$ cat src/rtl/if_id_latch.sv
// IF/ID pipeline register with stall, flush, miss-bubble and halt lock.
// Also keeps saturating stall/flush event counters for debug.
module if_id_latch #(
    parameter int unsigned  WORD_W   = 32,
    parameter logic [31:0]  NOP_WORD = 32'h0,
    parameter logic [5:0]   HALT_OP  = 6'h3F,
    parameter int unsigned  CNT_W    = 16
) (
    input  logic              CLK,
    input  logic              RST,
    input  logic              ihit,
    input  logic [WORD_W-1:0] imemload,
    input  logic [WORD_W-1:0] pc_plus4,
    input  logic              stall,
    input  logic              dmem_pend,
    input  logic              dhit,
    input  logic              flush,
    output logic [WORD_W-1:0] instr_IF_ID,
    output logic [5:0]        opcode_IF_ID,
    output logic [5:0]        func_IF_ID,
    output logic [4:0]        rs_IF_ID,
    output logic [4:0]        rt_IF_ID,
    output logic [4:0]        rd_IF_ID,
    output logic [4:0]        shamt_IF_ID,
    output logic [15:0]       imm16_IF_ID,
    output logic [25:0]       addr26_IF_ID,
    output logic [WORD_W-1:0] npc_IF_ID,
    output logic              valid_IF_ID,
    output logic              halt_lock,
    output logic [CNT_W-1:0]  stall_cnt,
    output logic [CNT_W-1:0]  flush_cnt
);

    localparam logic [WORD_W-1:0] NOP = WORD_W'(NOP_WORD);
    localparam logic [CNT_W-1:0]  CNT_MAX = '1;

    logic [WORD_W-1:0] instr_q, instr_d;
    logic [WORD_W-1:0] npc_q, npc_d;
    logic              valid_q, valid_d;
    logic              halt_q, halt_d;
    logic [CNT_W-1:0]  stall_cnt_q, stall_cnt_d;
    logic [CNT_W-1:0]  flush_cnt_q, flush_cnt_d;
    logic              freeze;

    assign freeze = stall | (dmem_pend & ~dhit);

    always_comb begin
        instr_d     = instr_q;
        npc_d       = npc_q;
        valid_d     = valid_q;
        halt_d      = halt_q;
        stall_cnt_d = stall_cnt_q;
        flush_cnt_d = flush_cnt_q;
        if (flush) begin
            // A HALT on a squashed path must not keep fetch locked
            instr_d = NOP;
            valid_d = 1'b0;
            halt_d  = 1'b0;
            if (flush_cnt_q != CNT_MAX)
                flush_cnt_d = flush_cnt_q + 1'b1;
        end else if (freeze) begin
            if (stall_cnt_q != CNT_MAX)
                stall_cnt_d = stall_cnt_q + 1'b1;
        end else if (halt_q) begin
            instr_d = NOP;
            valid_d = 1'b0;
        end else if (ihit) begin
            instr_d = imemload;
            npc_d   = pc_plus4;
            valid_d = 1'b1;
            if (imemload[31:26] == HALT_OP)
                halt_d = 1'b1;
        end else begin
            instr_d = NOP;
            valid_d = 1'b0;
        end
    end

    always_ff @(posedge CLK) begin
        if (RST) begin
            instr_q     <= NOP;
            npc_q       <= '0;
            valid_q     <= 1'b0;
            halt_q      <= 1'b0;
            stall_cnt_q <= '0;
            flush_cnt_q <= '0;
        end else begin
            instr_q     <= instr_d;
            npc_q       <= npc_d;
            valid_q     <= valid_d;
            halt_q      <= halt_d;
            stall_cnt_q <= stall_cnt_d;
            flush_cnt_q <= flush_cnt_d;
        end
    end

    assign instr_IF_ID  = instr_q;
    assign opcode_IF_ID = instr_q[31:26];
    assign func_IF_ID   = instr_q[5:0];
    assign rs_IF_ID     = instr_q[25:21];
    assign rt_IF_ID     = instr_q[20:16];
    assign rd_IF_ID     = instr_q[15:11];
    assign shamt_IF_ID  = instr_q[10:6];
    assign imm16_IF_ID  = instr_q[15:0];
    assign addr26_IF_ID = instr_q[25:0];
    assign npc_IF_ID    = npc_q;
    assign valid_IF_ID  = valid_q;
    assign halt_lock    = halt_q;
    assign stall_cnt    = stall_cnt_q;
    assign flush_cnt    = flush_cnt_q;

endmodule

$ cat config.mk
export PLATFORM = sky130hd
export DESIGN_NAME = if_id_latch
export DESIGN_NICKNAME = d
export VERILOG_FILES = /design/src/rtl/if_id_latch.sv
export SDC_FILE = /design/constraint.sdc
export NUM_CORES = 1
export LEC_CHECK = 0
export ABC_AREA = 1
export CAP_MARGIN = 40
export CORE_ASPECT_RATIO = 1.75
export CORE_MARGIN = 4
export CORE_UTILIZATION = 38
export CTS_BUF_LIST = sky130_fd_sc_hd__clkbuf_8
export DETAILED_ROUTE_END_ITERATION = 12
export MAX_ROUTING_LAYER = met4
export PLACE_DENSITY = 0.78
export SYNTH_ARGS = -nofsm -noshare
export SYNTH_HDL_FRONTEND = slang
export SYNTH_SLANG_ARGS = --single-unit
$ cat constraint.sdc
create_clock -name CLK -period 1.3 [get_ports CLK]
set_input_delay 0.26 -clock CLK [delete_from_list [all_inputs] [get_ports CLK]]
set_output_delay 0.26 -clock CLK [all_outputs]
set_load 0.01 [all_outputs]
Word-level counts from Yosys, hierarchy flattened
Cells that the tools add are included.

Add/subtract/negate cells: 2. Equal/unequal tests: 3. Multiplexer cells: 7. Bitwise operators: 6. Reductions and logical operators: 4.

Operators by type and width (count): $mux W32 (2); $add A16 B1 Y16 const B (2); $ne A16 B16 Y1 const B (2); $eq A6 B6 Y1 const B (1); $mux W1 (5); $not A1 Y1 (4); $reduce_and A4 Y1 (1); $reduce_and A3 Y1 (1); $reduce_and A2 Y1 (1); $reduce_or A2 Y1 (1); $and A1 B1 Y1 (1); $or A1 B1 Y1 (1).

Bits in registers: 98. Bits of input ports: 71. Output and inout port bits: 172. Logic and storage cells: 28.

Logic depth before layout (Yosys ltp)
Depth in word-level cells: 5. Depth in mapped cells: 9.

Least setup slack after synthesis
No wires, ideal clock.

Path kind: register to register. Start: register stall_cnt_q[0] (netlist: stall_cnt[0]). End: register stall_cnt_q[11] (netlist: stall_cnt[11]). Setup time: 0.115 ns. Arrival time: 1.349 ns. Required time: 1.185 ns. Setup slack: -0.164 ns. Cell stages (with the launch flop): 7. Path through: dfxtp_1 > ha_1 > nand3_2 > inv_2 > nand4_2 > a21oi_1 > nor2_1.

Cells in the longest elaborated chain, start to end: 2. Elaborated cells between the ends (all ways): 3.

RTL lines: from (decl) (line 41) `logic [CNT_W-1:0] stall_cnt_q, stall_cnt_d;`; from (signal assigned) (line 92) `stall_cnt_q <= stall_cnt_d;`; branches (longest 2 deep; another with $add A16 B1 Y16).

Parallel ways; which one is timed is not known. A chain may end at the register's enable or synchronous reset.

Final worst setup path
Start: register flush_cnt_q[5] (netlist: flush_cnt[5]). End: register flush_cnt_q[4] (netlist: flush_cnt[4]).

Cells in the longest elaborated chain, start to end: 2.

RTL lines: from (decl) (line 42) `logic [CNT_W-1:0] flush_cnt_q, flush_cnt_d;`; from (signal assigned) (line 93) `flush_cnt_q <= flush_cnt_d;`; $ne A16 B16 Y1 (line 59) `if (flush_cnt_q != CNT_MAX)`; $reduce_and A2 Y1 (no source line).

Every way passes these cells.

==> impl.org <==
** Floorplan
- Die width :: a little over 90 µm
- roughly 240 I/O pins were placed.
- Core region area :: ~12,000 µm²
- Number of core rows :: between 50 and 60
- Effective utilization at floorplan :: between 30 and 40%
- Overall die height :: between 150 and 200 µm
- Overall die area :: about 15,000 µm²

** STA
- The number of hold-slack violations in the final timing report came to 0.
- The final count of pins violating max slew came to 0.
- Number of endpoints failing setup at the final stage :: 22
- Worst Tran Pin Value :: about 0.25 ns
- For the final database, setup skew stands at between 0.01 and 0.015 ns.
- Timing would allow up to around 730 MHz.
- The worst path in the final design needs a cycle of between 1 and 1.5 ns, including I/O delays and setup.
- Across all setup checks in the final design, the least slack found is -0.0652 ns.
- Post-route clock period utilization :: 105%
- Measured against its own limit, the worst slew margin works out to 83.3%.
- RSZ-0062 raised after global routing :: true

** Global route
- The initial antenna violation count is 0.
- Sum of overflow across all layers after global routing :: 0
- Global routing consumed, over all layers together, a little over a fifth of the routing resources.
- Entering global routing, the biggest net connects 35 pins.
- First-pass GRT wire length :: roughly 24 mm
- The number of global-route vias before repair came to ~5,000.

** Run
- Max-cap violations in this run came to 0.

** Critical path
- By startpoint and endpoint, the worst setup path is classified as reg2reg.
- By instance count, the cell type seen most on the critical path is nand2_2.
- WP data required :: ~1.6 ns
- STA puts the critical path data arrival time at approximately 1.6 ns.
- On the critical path, the stage with the largest delay is an instance of dfxtp_2.
- Type of element launching the critical path :: flop
- Peak fanout along the critical path :: 5
- Walking the worst path, the cells encountered are nand2_2 -> inv_2 -> nand2_2 -> nor2_4 -> buf_6 -> nand3_4 -> nand2_2 -> nand2_1 -> nand2_1 -> nor2_1.
- STA classifies the critical path endpoint as a flop.
- CP max stage delay :: approximately 0.4 ns

** Power
- After layout, the design draws a total of 0.00606 W.
- Static leakage :: 3.56 nW
- Power per cell area :: approximately 730 nW/µm²
- Worst IR drop on VDD :: around 0.83 mV

** Synth
- Syn nets :: between 700 and 800
- For this run, asynchronously set or reset flops after synthesis account for 0%.
- The mapped netlist covers slightly below 5000 µm².
- In the post-synthesis netlist, the biggest area contributors are dfxtp_1 41%, nand2_1 12%, buf_4 12%, nor2_1 11%, a21oi_1 5.5%.
- The largest total area in the synthesized netlist belongs to dfxtp_1.
- After synthesis, the mean cell area works out to 6.95 µm².
- Most common library cells after synthesis :: 160 x nand2_1, 145 x nor2_1, 98 x dfxtp_1
- Sequential elements use between 40% and 50% of the synthesized area.
- The netlist uses 27 different library cells.
- Number of instances in the synthesized netlist :: about 700
- During synthesis, Yosys emitted a total of 0 warnings.
- Number of synthesized register bits :: roughly 100
- Number of enable flip-flop cells after synthesis :: 0
- The top cell type by area accounts for just over 40% of the synthesized area.
- For this run, the leading register cell type out of synthesis is dfxtp_1.
- In the post-synthesis netlist, the cell with the most instances is nand2_1.

** CTS
- The clock tree synthesis step divided the H-tree into 3 levels.
- The later pin in the worst-skew pair is clocked with a latency of about 0.37 ns.
- The clock drives just under 100 sinks.
- Root buffer cell :: clkbuf_8
- Cts hold-fix bufs :: 0
- The number of clock buffers added by TritonCTS is 9.
- After clock tree synthesis, the clock-pin slew on the worst setup and hold paths is 0.10 ns.
- TritonCTS built the clock tree.
- In this run the deepest clock path goes through 2 buffers.

** Route
- Detailed-route wire length per cell :: between 10 and 15 µm
- In the routed design, unresolved DRC markers number 0.
- For this run, the detailed router's first-pass iteration total came to 6.
- Routed via count :: ~5,400
- In the routed layout, each cell is associated on average with a via count of approximately 4.8.
- In this run, the number of DRC markers left after iteration 0 of detailed routing was approximately 230.
- Detail Route Antenna Nets :: 0
- Post-detailed-routing wire length :: 16.7 mm

** Place
- Final weighted congestion of routability-driven global placement :: 0.945
- DPL Wire Length :: roughly 12 mm
- During placement, the flow inserted port buffers numbering between 200 and 250.
- Cell count after placement :: roughly 1,100

** Layout
- Cells with a size suffix above 1 make up between 30% and 40% of the layout.
- Ant. Diodes :: 0
- Synth-to-Final Area Change :: 70.5%
- Number of non-filler instances in the completed layout :: about 1,100
- Post-layout nets :: 1,024

** Run status
- The final reports fail on setup timing.
- The flow ran to the end, but the final reports show violations.

** Min path
- The worst hold path belongs to the class in2reg.
[final cells by class]
cell class	instances	area, µm²
Fill cell	1023	4240
Timing Repair Buffer	337	3080
Multi-Input combinational cell	466	2530
Sequential cell	98	2090
Tap cell	168	210
Inverter	39	159
Clock buffer	10	138
Clock inverter	6	48.8
[cells in the final DEF (no fill, tap or decap), drive strengths merged]
cell / count
clkbuf: 36
dlymetal6s2s: 4
dfxtp: 98
o21ai: 37
xnor2: 1
dlygate4sd2: 28
inv: 42
clkinvlp: 2
xor2: 7
nand3: 33
a21oi: 53
nand2: 168
nor3: 3
nand4: 10
clkdlybuf4s15: 102
clkinv: 1
nor2: 152
buf: 111
ha: 2
clkdlybuf4s50: 66
[sequential cells by signal (all words and copies together), names as in the netlist]
| register | count |
|---|---|
| instr_IF_ID | 32 |
| stall_cnt | 16 |
| npc_IF_ID | 32 |
| valid_IF_ID | 1 |
| halt_lock | 1 |
| flush_cnt | 16 |
[path summary, 6_finish.rpt]
check / start / end / slack [ns] / cells after the start
hold / removal: ihit / halt_lock$_SDFFE_PP0N_ / 0.23 / 3
hold reg to reg: halt_lock$_SDFFE_PP0N_ / halt_lock$_SDFFE_PP0N_ / 0.47 / 2
setup reg to reg: flush_cnt[5]$_SDFFE_PP0P_ / flush_cnt[4]$_SDFFE_PP0P_ / -0.07 / 10
setup / recovery: flush_cnt[5]$_SDFFE_PP0P_ / flush_cnt[4]$_SDFFE_PP0P_ / -0.07 / 10
[timing repair]
action                                  in CTS  in global routing
cloned                                       4                  3
pin swaps                                   14                 25
buffers inserted                             7                  7
gates resized for setup                    429                182
endpoints found under the setup margin     203                175
[layer usage]
metal  global-route usage [%]  up-vias  wire [µm]
li1                         -     2638          -
met1                     18.9     2468       5620
met2                     40.9      217       9580
met3                     3.73       45        938
met4                     10.4        0        541
met5                        -        -          0
[cell families (layout without fill, tap and decap cells)]
group                      count (synthesis)  after routing  synth area share (%)
xor gates and xnor gates                   8              8                  1.45
DFF                                       98             98                  40.5
AOI/OAI and AO/OA                         90             90                  9.30
adders and majority gates                  2              2                 0.517
buffers and inverters                    136            392                  16.9
and+or+nand+nor                          363            366                  31.3
[worst max-delay path: cells and delay by family (launching register included)]
family                 cells  cell delay (ns)
AND/OR/NAND/NOR            8             0.67
buffers and inverters      2             0.21
flip-flops                 1             0.40
[stage by stage]
| step | cell area (µm²) | worst slack [ns] | hold WS [ns] | util, % | TNS [ns] |
|---|---|---|---|---|---|
| global placement | 7490 | -0.382 | 0.454 | 59.9 | -29.89 |
| floorplan | 4890 | 0.000425 | 0.403 | - | 0 |
| CTS | 7910 | -0.0823 | 0.398 | 63.3 | -0.400 |
| global route | 8260 | -0.164 | 0.216 | 66.1 | -2.99 |
| finish | 8260 | -0.0652 | 0.226 | 66.1 | -0.544 |
| detailed placement | 7490 | -0.412 | 0.460 | 59.9 | -31.64 |
[where the power goes]
group / internal, W / switching [W]
Clock: 0.000773 / 0.00114
Sequential: 0.00306 / 0.0000678
Combinational: 0.000551 / 0.000470
Total: 0.00438 / 0.00168
Power figures use the tool's default switching activity.
